<file path="config.mk">
export PLATFORM = sky130hd
export DESIGN_NAME = pkt_rx_deframer
export DESIGN_NICKNAME = d
export VERILOG_FILES = /design/src/rtl/eer_rl_pkg.sv /design/src/rtl/pkt_xor_acc.sv /design/src/rtl/pkt_rx_deframer.sv
export SDC_FILE = /design/constraint.sdc
export NUM_CORES = 1
export LEC_CHECK = 0
export BUFFER_PORTS_ARGS = -buffer_cell sky130_fd_sc_hd__buf_2
export CAP_MARGIN = 20
export CORE_MARGIN = 2
export CORE_UTILIZATION = 55
export CTS_BUF_LIST = sky130_fd_sc_hd__clkbuf_8
export DETAILED_ROUTE_END_ITERATION = 7
export MAX_ROUTING_LAYER = met4
export PLACE_DENSITY = 0.88
export SLEW_MARGIN = 5
export SYNTH_ARGS = -nofsm -noshare
export SYNTH_HDL_FRONTEND = slang
export SYNTH_SLANG_ARGS = --single-unit
</file>
<file path="constraint.sdc">
create_clock -name clk -period 9.9 [get_ports clk]
set_input_delay 1.98 -clock clk [delete_from_list [all_inputs] [get_ports clk]]
set_output_delay 1.98 -clock clk [all_outputs]
set_load 0.005 [all_outputs]
</file>
<file path="src/rtl/eer_rl_pkg.sv">
// eer_rl_pkg: definitions shared by the packet composer and the receive deframer.
//  - packet type codes carried in header[2:0]
//  - header sync byte, broadcast ID, field word indices within a frame
//  - receive deframer state encoding
//  - hdr_ok(): header acceptance test (sync byte + legal type code)
package eer_rl_pkg;

  localparam int          WORD_WIDTH = 16;
  localparam logic [7:0]  HDR_SYNC   = 8'hA5;
  localparam logic [15:0] BCAST_ID   = 16'hFFFF;

  // Word positions of the fields in a frame (word 0 is the header).
  localparam int IDX_SRC    = 1;
  localparam int IDX_ENERGY = 2;
  localparam int IDX_QVAL   = 3;
  localparam int IDX_HOPS   = 4;
  localparam int IDX_DEST   = 5;
  localparam int IDX_CH     = 6;
  localparam int IDX_CHHOPS = 7;

  typedef enum logic [2:0] {
    PKT_HB    = 3'd1,
    PKT_CHE   = 3'd2,
    PKT_CINFO = 3'd3,
    PKT_DATA  = 3'd4,
    PKT_ACK   = 3'd5
  } pkt_type_e;

  typedef enum logic [2:0] {
    ST_IDLE   = 3'd0,
    ST_FIELDS = 3'd1,
    ST_CHECK  = 3'd2,
    ST_COMMIT = 3'd3,
    ST_DRAIN  = 3'd4
  } rx_state_e;

  // Header is good when the sync byte matches and the type is one of HB..ACK.
  function automatic logic hdr_ok(input logic [7:0] sync_f,
                                  input logic [2:0] type_f,
                                  input logic [7:0] sync_ref);
    return (sync_f == sync_ref) && (type_f >= PKT_HB) && (type_f <= PKT_ACK);
  endfunction

endpackage

</file>
<file path="src/rtl/pkt_xor_acc.sv">
// pkt_xor_acc: running XOR of accepted packet words.
//  clk, rst : clock, async active-high reset
//  clr      : load din as the first word (header accept), discarding old state
//  en       : fold din into the running XOR
//  din      : word to load / fold
//  acc      : current XOR of all words since the last clr (inclusive)
module pkt_xor_acc #(
  parameter int WIDTH = 16
) (
  input  logic             clk,
  input  logic             rst,
  input  logic             clr,
  input  logic             en,
  input  logic [WIDTH-1:0] din,
  output logic [WIDTH-1:0] acc
);

  logic [WIDTH-1:0] acc_q, acc_d;

  always_comb begin
    acc_d = acc_q;
    if (clr)     acc_d = din;
    else if (en) acc_d = acc_q ^ din;
  end

  always_ff @(posedge clk or posedge rst) begin
    if (rst) acc_q <= '0;
    else     acc_q <= acc_d;
  end

  assign acc = acc_q;

endmodule

</file>
<file path="src/rtl/pkt_rx_deframer.sv">
// pkt_rx_deframer: word-serial packet receiver. Checks the header, captures
// the seven field words into a shadow set and publishes them on the f* outputs
// only for a complete, well-formed frame; errored frames leave f* untouched.
//  clk, rst          : clock, async active-high reset
//  myNodeID          : this node's ID, compared against the destination field
//  in_valid/in_word/in_last/in_ready : word stream, accepted on valid && ready
//  fPacketType..fHopsFromCH, iAmDestination : fields of the last good packet
//  pkt_valid         : one-cycle pulse when the f* outputs update
//  pkt_err           : one-cycle pulse when a frame is discarded
// Build option: define RX_CHECKSUM_EN to require a 9th word equal to the XOR
// of words 0..7.
module pkt_rx_deframer
  import eer_rl_pkg::*;
#(
  parameter int                    WORD_WIDTH = eer_rl_pkg::WORD_WIDTH,
  parameter logic [7:0]            HDR_SYNC   = eer_rl_pkg::HDR_SYNC,
  parameter logic [WORD_WIDTH-1:0] BCAST_ID   = eer_rl_pkg::BCAST_ID
) (
  input  logic                  clk,
  input  logic                  rst,
  input  logic [WORD_WIDTH-1:0] myNodeID,
  input  logic                  in_valid,
  input  logic [WORD_WIDTH-1:0] in_word,
  input  logic                  in_last,
  output logic                  in_ready,
  output logic [2:0]            fPacketType,
  output logic [WORD_WIDTH-1:0] fSourceID,
  output logic [WORD_WIDTH-1:0] fEnergyLeft,
  output logic [WORD_WIDTH-1:0] fQValue,
  output logic [WORD_WIDTH-1:0] fSourceHops,
  output logic [WORD_WIDTH-1:0] fDestinationID,
  output logic [WORD_WIDTH-1:0] fChosenCH,
  output logic [WORD_WIDTH-1:0] fHopsFromCH,
  output logic                  iAmDestination,
  output logic                  pkt_valid,
  output logic                  pkt_err
);

  rx_state_e                   state_q, state_d;
  logic [2:0]                  idx_q, idx_d;
  logic [2:0]                  type_q, type_d;
  logic [7:1][WORD_WIDTH-1:0]  shadow_q, shadow_d;
  logic [2:0]                  ftype_q, ftype_d;
  logic [7:1][WORD_WIDTH-1:0]  fld_q, fld_d;
  logic                        iam_q, iam_d;
  logic                        pkt_valid_q, pkt_valid_d;
  logic                        pkt_err_q, pkt_err_d;
  logic                        accept;
  logic                        commit;

  assign in_ready = (state_q != ST_COMMIT);
  assign accept   = in_valid && in_ready;

`ifdef RX_CHECKSUM_EN
  logic [WORD_WIDTH-1:0] xor_acc;

  // Header accept restarts the XOR; every field word is folded in.
  pkt_xor_acc #(.WIDTH(WORD_WIDTH)) u_xor_acc (
    .clk (clk),
    .rst (rst),
    .clr (accept && (state_q == ST_IDLE)),
    .en  (accept && (state_q == ST_FIELDS)),
    .din (in_word),
    .acc (xor_acc)
  );
`endif

  always_comb begin
    state_d     = state_q;
    idx_d       = idx_q;
    type_d      = type_q;
    shadow_d    = shadow_q;
    ftype_d     = ftype_q;
    fld_d       = fld_q;
    iam_d       = iam_q;
    pkt_valid_d = 1'b0;
    pkt_err_d   = 1'b0;
    commit      = 1'b0;

    case (state_q)
      ST_IDLE: if (accept) begin
        if (hdr_ok(in_word[WORD_WIDTH-1 -: 8], in_word[2:0], HDR_SYNC) && !in_last) begin
          state_d = ST_FIELDS;
          idx_d   = 3'd1;
          type_d  = in_word[2:0];
        end else if (in_last) begin
          pkt_err_d = 1'b1;
        end else begin
          state_d = ST_DRAIN;
        end
      end

      ST_FIELDS: if (accept) begin
        shadow_d[idx_q] = in_word;
        if (idx_q != 3'd7) begin
          if (in_last) begin
            state_d   = ST_IDLE;
            idx_d     = 3'd0;
            pkt_err_d = 1'b1;
          end else begin
            idx_d = idx_q + 3'd1;
          end
        end else begin
          idx_d = 3'd0;
`ifdef RX_CHECKSUM_EN
          if (in_last) begin
            state_d   = ST_IDLE;
            pkt_err_d = 1'b1;
          end else begin
            state_d = ST_CHECK;
          end
`else
          if (in_last) commit  = 1'b1;
          else         state_d = ST_DRAIN;
`endif
        end
      end

      ST_CHECK: begin
`ifdef RX_CHECKSUM_EN
        if (accept) begin
          if ((in_word == xor_acc) && in_last) begin
            commit = 1'b1;
          end else if (in_word != xor_acc) begin
            pkt_err_d = 1'b1;
            state_d   = in_last ? ST_IDLE : ST_DRAIN;
          end else begin
            // Checksum matched but the frame keeps going: overrun.
            state_d = ST_DRAIN;
          end
        end
`else
        state_d = ST_IDLE;
`endif
      end

      ST_COMMIT: state_d = ST_IDLE;

      ST_DRAIN: if (accept && in_last) begin
        state_d   = ST_IDLE;
        pkt_err_d = 1'b1;
      end

      default: state_d = ST_IDLE;
    endcase

    // Outputs are loaded on the edge that enters COMMIT, from the shadow set
    // including the word accepted on that same edge, so they are already
    // valid during the COMMIT cycle that carries pkt_valid.
    if (commit) begin
      state_d     = ST_COMMIT;
      pkt_valid_d = 1'b1;
      ftype_d     = type_d;
      fld_d       = shadow_d;
      iam_d       = (shadow_d[IDX_DEST] == myNodeID) || (shadow_d[IDX_DEST] == BCAST_ID);
    end
  end

  always_ff @(posedge clk or posedge rst) begin
    if (rst) begin
      state_q     <= ST_IDLE;
      idx_q       <= '0;
      type_q      <= '0;
      shadow_q    <= '0;
      ftype_q     <= '0;
      fld_q       <= '0;
      iam_q       <= 1'b0;
      pkt_valid_q <= 1'b0;
      pkt_err_q   <= 1'b0;
    end else begin
      state_q     <= state_d;
      idx_q       <= idx_d;
      type_q      <= type_d;
      shadow_q    <= shadow_d;
      ftype_q     <= ftype_d;
      fld_q       <= fld_d;
      iam_q       <= iam_d;
      pkt_valid_q <= pkt_valid_d;
      pkt_err_q   <= pkt_err_d;
    end
  end

  assign fPacketType    = ftype_q;
  assign fSourceID      = fld_q[IDX_SRC];
  assign fEnergyLeft    = fld_q[IDX_ENERGY];
  assign fQValue        = fld_q[IDX_QVAL];
  assign fSourceHops    = fld_q[IDX_HOPS];
  assign fDestinationID = fld_q[IDX_DEST];
  assign fChosenCH      = fld_q[IDX_CH];
  assign fHopsFromCH    = fld_q[IDX_CHHOPS];
  assign iAmDestination = iam_q;
  assign pkt_valid      = pkt_valid_q;
  assign pkt_err        = pkt_err_q;

endmodule
</file>
==> results of run 1 <==
[metrics by stage]
step / worst slack [ns] / util (%) / power (mW)
global placement: 5.35 / 61.1 / 1.07
global route: 5.65 / 66.1 / 1.99
detailed placement: 5.28 / 61.1 / 1.07
finish: 5.76 / 66.1 / 1.92
floorplan: 1.36 / - / 1.04
CTS: 5.82 / 65.8 / 1.94
[logic make-up after synthesis]
group                    Yosys count  synth area share, %
multiplexers                     148                 17.8
flip-flops                       239                 61.4
buffers and inverters             61                 3.20
XOR/XNOR                          25                 2.25
AO/OA/AOI/OAI                     23                 1.54
AND/OR/NAND/NOR                  303                 13.6
adder cells (fa/ha/maj)            2                0.257
[power breakdown]
part | internal (mW) | total [mW] | leakage [nW] | switching, mW
combinational | 0.0192 | 0.0711 | 2.73 | 0.0518
sequential | 0.981 | 0.985 | 3.31 | 0.00451
clock | 0.486 | 0.865 | 0.459 | 0.379
[cells in the mapped netlist, drive strengths merged]
cell type  instances
a211oi             1
a21o               1
a21oi              3
a221oi             2
a222oi             1
a31oi              1
and2               2
and3               1
buf               28
clkbuf            20
dfrtp            239
ha                 2
inv               13
mux2             144
mux2i              4
nand2            254
nand2b             1
nand3              9
nand3b             2
nand4             11
nand4bb            1
nor2               5
nor3               6
nor3b              1
nor4               6
o2111ai            1
o21a               1
o21ai              8
o21bai             1
o221ai             1
o22ai              1
o31ai              1
or3                1
or4                2
or4b               1
xnor2             13
xor2              12
[layer usage]
layer,share of wire [%],wire length (um),up-vias
met5,0,0,-
met4,2.4,559,0
met3,6.4,1470,48
met2,47,10800,251
met1,44,10100,3290
li1,-,-,2954
[critical path, cell delays in order]
cell	delay (ns)
buf_2	0.17
nand2_1	0.12
or3_4	0.57
inv_4	0.36
buf_4	0.82
mux2_2	0.43
[path summary, 6_finish.rpt]
path                                                  end  slack (ns)  cells after the start
worst max-delay path             fSourceID[1]$_DFFE_PP0P_        5.76                      6
worst min-delay path            fChosenCH[14]$_DFFE_PP0P_        0.47                      2
worst max register to register   fSourceID[1]$_DFFE_PP0P_        6.33                      7
worst min register to register  fChosenCH[14]$_DFFE_PP0P_        0.47                      2
max in group asynchronous           shadow_q[4]$_DFF_PP0_        6.99                      4
min in group asynchronous         fQValue[14]$_DFFE_PP0P_        1.66                      2
[sequential cells by signal, indices dropped and copies added (netlist names)]
signal,count
fChosenCH,16
fDestinationID,16
fEnergyLeft,16
fHopsFromCH,16
fPacketType,3
fQValue,16
fSourceHops,16
fSourceID,16
iAmDestination,1
idx_q,3
pkt_err,1
pkt_valid,1
shadow_q,112
state_q,3
type_q,3
[cells in the final DEF (no fill, tap or decap), drive strengths merged, types with 5 or more instances in the layout]
| cell type | netlist | final |
|---|---|---|
| nor3 | 6 | 6 |
| nor4 | 6 | 6 |
| nor2 | 5 | 5 |
| buf | 28 | 160 |
| mux2 | 144 | 144 |
| nand2 | 254 | 254 |
| inv | 13 | 25 |
| xor2 | 12 | 12 |
| dfrtp | 239 | 239 |
| nand4 | 11 | 11 |
| clkbuf | 20 | 54 |
| xnor2 | 13 | 13 |
| o21ai | 8 | 8 |
| nand3 | 9 | 9 |
[area by class of cell]
cell class,instances,area share (%)
flip-flops and latches,239,52.3
multi-input cells,501,30.2
repair buffers,160,7.38
inverters,13,0.514
well taps,225,2.46
clock inverters,15,0.635
clock buffers,54,6.50
==> results.md, run 1 <==
- Fin cells: between 1000 and 1500
- Mapped Cells: 801
- Placed insts: 1136
- WP data required: 10.29 ns
- DRC viols: 0
- Register area: between 5000 and 6000 um2
- Synth area leaders: dfrtp_1 (61%), mux2_2 (14%), nand2_1 (9.8%)
- Relative slew margins: between 30% and 40%
- DRT antenna net count: 0
- Kind of end point of the critical path: register
- Global-route track usage on met3: under 10%
- Post-synthesis sequential area ratio: 61.4%
- CTS Buf Count: 38
- Final Hold Viols: 0
- Fin crit share: about two fifths
- Grt met1 use: between 30% and 40%
- Largest net degree at the start of global routing: 147
- Pwr Density: about 170 nW/um2
- Final Slew Violations: 0
- Row count: 48
- DR WL/cell: 18.9 um
- RSZ-0062 raised after global routing: false
- Post-Route WL: roughly 23000 um
- Post-cts sizing count: 0
- Post CTS Setup Buffer Count: 0
- Yosys top cell area share: about three fifths
- Post-Syn Nets: 839
- Fill count: 1307
- Hold buffer count at CTS: 0
- Clk buf depth: 3
- Synth area leader: dfrtp_1
- H-tree levels: 2
- Critical path peak fanout: 85
- Die area: about 19000 um2
- Clock edge transition at the registers on the reported setup and hold paths: around 0.06 ns
- Clk_lat worst skew: 0.52 ns
- YS warnings: 0
- Area grow syn2layout: 17.4%
- Drt pass-1 iters: 4
- Critical Path Source: in_valid
- Width of the die: approximately 140 um
- Reg2reg start: idx_q[0]$_DFFE_PP0P_
- Nets@finish: 991
- Critical Path Source Type: primary input
- Worst slew pin tran: just under 1 ns
- Share of cells above drive strength 1: 38.1%
- Clock tree sinks: about 240
- Number of I/O pins: between 150 and 200
- Grt ovf: 0
- Fmax: between 0.2 and 0.25 GHz
- First-pass GRT wire length: around 35000 um
- Fin area: approximately 11000 um2
- HPWL after DPL: roughly 14000 um
- Min Tclk post-route: ~4.1 ns
- Syn avg cell area: around 12 um2
- Via/cell ratio: roughly 5.4
- Hold path startpoint: fChosenCH[14]$_DFFE_PP0P_
- Status: finished, final reports clean
- Peak VDD IR: around 0.11 mV
- Busiest layer in global routing: met2
- TNS Setup: 0 ns
- Leakage: about 6.5 nW
- Total vias in the final route: between 6000 and 7000
- Worst Path Arrival: around 4.5 ns
- Worst Clk Skew: between 0.015 and 0.02 ns
- Met2 usage: about two fifths
- Area of the multi-input gates: about 3500 um2
- Initial Util: around 56%
- Synth unique cells: between 40 and 50
- Antenna fix cells: 0
- Routability cong.: 0.901
- Hold WC Path Type: reg -> reg
- Yosys reg bits: approximately 240
- Root Buffer: clkbuf_8
- Initial antenna violation count: 0
- Min Hold Slack: roughly 0.47 ns
- Vias in the first global route: ~6600
- DRT iter0 DRCs: between 400 and 500
- Post-DP Area: about 11000 um2
- Setup-failing EPs final: 0
- CTS tree: yes
- Syn Std Cell Area: just under 10000 um2
- Gr usage total: roughly a quarter
- Kind of critical path: in -> reg
- Core box area: roughly 17000 um2
- Die H: roughly 140 um
- MaxCap Viol Count: 0
- # port buffers: between 150 and 200
Note: power is estimated with default switching activity, not from simulation.
==> inputs of run 2 (changes only) <==
ABC_AREA = 1   (was default)
clock period = 4.3 ns   (was 9.9 ns; I/O delays follow)
==> results.md, run 2 <==
- Status: finished, final reports clean (unchanged)
- Kind of end point of the critical path: register (unchanged)
- Row count: 48 (unchanged)
- CP cell instances: ha_1, ha_1, inv_1, nor2_2, inv_2, nor2_4, buf_4, buf_4, nand2_1, nand2_1 (was buf_2, nand2_1, or3_4, inv_4, buf_4, mux2_2)
- Worst Path Arrival: 3.18 ns (was 4.53 ns)
- Width of the die: 136 um (was 137 um)
- RSZ-0062 raised after global routing: false (unchanged)
- H-tree levels: 2 (unchanged)
- DRT antenna net count: 0 (unchanged)
- Worst slew pin tran: 1.06 ns (was 0.988 ns)
- Syn Std Cell Area: 9520 um2 (was 9740 um2)
- Int Power: 4.16 mW (was 1.49 mW)
- Top cell family by delay on the critical path: buffers and inverters (unchanged)
- Setup-failing EPs final: 0 (unchanged)
- Buffers & Inverters on Critical Path: 4 (was 3)
- Kind of critical path: reg -> reg (was in -> reg)
- Syn avg cell area: 8.79 um2 (was 12.2 um2)
- Largest net degree at the start of global routing: 151 (was 147)
- Largest register by flop count: shadow_q (unchanged)
- Top cells by count, synth: nand2_1 (535), dfrtp_1 (239), o21ai_0 (85) (was nand2_1 (253), dfrtp_1 (239), mux2_2 (119))
- MaxCap Viol Count: 0 (unchanged)
- Hold WC Path Type: reg -> reg (unchanged)
- Gr usage total: 27.4% (was 25.5%)
- Core box area: 17100 um2 (was 17300 um2)
- Routability cong.: 0.868 (was 0.901)
- DR WL/cell: 16.0 um (was 18.9 um)
- Post-cts sizing count: 0 (unchanged)
- Peak VDD IR: 0.225 mV (was 0.110 mV)
- Power share of the sequential group: 48.7% (was 51.3%)
- Die area: 18400 um2 (was 18800 um2)
- Critical Path Source: idx_q[0]$_DFFE_PP0P_ (was in_valid)
- CTS Buf Count: 38 (unchanged)
- # port buffers: 154 (unchanged)
- Yosys top cell area share: 62.9% (was 61.4%)
- Max incr delay on CP: 0.60 ns (was 0.82 ns)
- Total vias in the final route: 7609 (was 6543)
- Comb power frac: 16.7% (was 3.7%)
- Worst Clk Skew: 0.0208 ns (was 0.0156 ns)
- Initial Util: 55.6% (was 56.3%)
- Critical Path Source Type: register (was primary input)
- Tot Pwr: 5.84 mW (was 1.92 mW)
- Fin crit share: 63.2%
- Clk_lat worst skew: 0.53 ns (was 0.52 ns)
- Number of I/O pins: 155 (unchanged)
- Switching power total: 1.68 mW (was 0.436 mW)
- Hold path startpoint: fChosenCH[15]$_DFFE_PP0P_ (was fChosenCH[14]$_DFFE_PP0P_)
- Nets@finish: 1275 (was 991)
- Post-DP Area: 10400 um2 (was 10600 um2)
- Pwr Density: 518 nW/um2 (was 168 nW/um2)
- TNS Setup: 0 ns (unchanged)
- Grt ovf: 0 (unchanged)
- Fmax: around 0.37 GHz
- Min Hold Slack: 0.472 ns (was 0.465 ns)
- DRC viols: 0 (unchanged)
- Die H: 136 um (was 137 um)
- Clock tree sinks: 239 (unchanged)
- First-pass GRT wire length: 37600 um (was 35300 um)
- Max FFs per register: 112 (unchanged)
- Vias in the first global route: 7286 (was 6568)
- Leakage: 6.52 nW (was 6.50 nW)
- Top FF cell, synth: dfrtp_1 (unchanged)
- Share of cells above drive strength 1: 19.0% (was 38.1%)
- Post-Syn Nets: 1121 (was 839)
- Clk buf depth: 3 (unchanged)
- Fin area: 11300 um2 (was 11400 um2)
- DRT iter0 DRCs: 640 (was 436)
- Post-synthesis sequential area ratio: 62.9% (was 61.4%)
- Final Hold Viols: 0 (unchanged)
- Post-Route Utilization: 65.8% (was 66.1%)
- Critical path peak fanout: 71 (was 85)
- Relative slew margins: 29.3% (was 34.1%)
- Final Slew Violations: 0 (unchanged)
- Switching portion of total power: 28.8% (was 22.7%)
- Commonest non-fill, non-tap cell in the layout: nand2_1 (unchanged)
- Yosys reg bits: 239 (unchanged)
- Post-Route WL: 23700 um (was 22900 um)
- Async set-or-reset flop fraction in the synthesized netlist: 100% (unchanged)
- Via/cell ratio: 5.11 (was 5.42)
- Hold buffer count at CTS: 0 (unchanged)
- Area grow syn2layout: 18.4% (was 17.4%)
- Post CTS Setup Buffer Count: 0 (unchanged)
- CP max-delay cell: buf_4 (unchanged)
- Synth unique cells: 30 (was 48)
- Synth area leaders: dfrtp_1 (63%), nand2_1 (21%), o21ai_0 (4.5%) (was dfrtp_1 (61%), mux2_2 (14%), nand2_1 (9.8%))
- Commonest non-fill, non-tap cells in the layout: nand2_1 (535), dfrtp_1 (239), buf_2 (154), o21ai_0 (85), inv_1 (59) (was nand2_1 (253), dfrtp_1 (239), buf_2 (154), mux2_2 (119), clkbuf_8 (54))
- Reg2reg start: idx_q[0]$_DFFE_PP0P_ (unchanged)
- Most frequent cell after synthesis: nand2_1 (unchanged)
- Post-synth EDFFs: 0 (unchanged)
- HPWL after DPL: 14900 um (was 14100 um)
- WP data required: 4.76 ns (was 10.29 ns)
- Clock edge transition at the registers on the reported setup and hold paths: 0.06 ns (about the same)
- CTS tree: yes (unchanged)
- Root Buffer: clkbuf_8 (unchanged)
- Synth area leader: dfrtp_1 (unchanged)
- Drt pass-1 iters: 5 (was 4)
- Min Tclk post-route: 2.72 ns
- YS warnings: 0 (unchanged)
- Mapped Cells: 1083 (was 801)
- Part of the power in the clock network: 34.7% (was 45.0%)
- Initial antenna violation count: 1 (was 0)
[run 2: cell count changes after synthesis, moves of 28 or more]
cell,previous run,this run
nand3_1,5,33
nand2_1,253,535
o21ai_0,8,85
nor2_1,4,38
mux2_2,119,0
inv_1,11,51
[run 2: through the flow]
stage / std cells / worst slack [ns]
after floorplan: 1083 / 0.306
after global placement: 1421 / 1.45
after detailed placement: 1421 / 1.42
after CTS: 1485 / 1.57
after global routing: 1487 / 1.32
final: 1488 / 1.58
[run 2: cell families (layout without fill, tap and decap cells)]
logic type | after synthesis | after routing | share of synthesized area [%]
adders and majority gates | 2 | 2 | 0.263
buffers and inverters | 103 | 281 | 4.44
AOI/OAI and AO/OA | 111 | 111 | 5.98
DFF | 239 | 239 | 62.9
and+or+nand+nor | 628 | 628 | 26.5
other | 0 | 2 | 0
[run 2: final cells by class]
class                   count  area (um2)
multi-input cells         741        3120
fillers                  1390        5850
repair buffers            160         861
clock buffers              46         633
well taps                 225         282
clock inverters            18         165
inverters                  57         219
flip-flops and latches    239        5980
diodes                      2        5.00
[run 2: worst min-delay path: cells and delay by family (launching register included)]
family / cells / cell delay [ns]
flops: 1 / 0.34
simple gates: 2 / 0.10
[run 2: metal layers]
layer / vias to the layer above / track usage (%) / share of wire, %
li1: 3684 / - / -
met1: 3590 / 36.9 / 44
met2: 270 / 41.5 / 47
met3: 65 / 5.54 / 6.2
met4: 0 / 11.2 / 3.2
met5: - / - / 0
[run 2: power by group through the flow]
stage               logic, mW  clock network (mW)  registers [mW]
floorplan               0.701                   0            2.85
global placement        0.908                   0            2.86
detailed placement      0.962                   0            2.88
CTS                     0.970                2.05            2.84
global route             1.12                2.17            2.88
finish                  0.972                2.02            2.84
[run 2: final timing paths]
check | end | slack (ns) | cells after the start
worst max-delay path | fChosenCH[1]$_DFFE_PP0P_ | 1.58 | 10
worst min-delay path | fChosenCH[15]$_DFFE_PP0P_ | 0.47 | 2
worst max register to register | fChosenCH[1]$_DFFE_PP0P_ | 1.58 | 10
worst min register to register | fChosenCH[15]$_DFFE_PP0P_ | 0.47 | 2
max in group asynchronous | shadow_q[70]$_DFF_PP0_ | 3.11 | 3
min in group asynchronous | fSourceID[6]$_DFFE_PP0P_ | 0.48 | 3
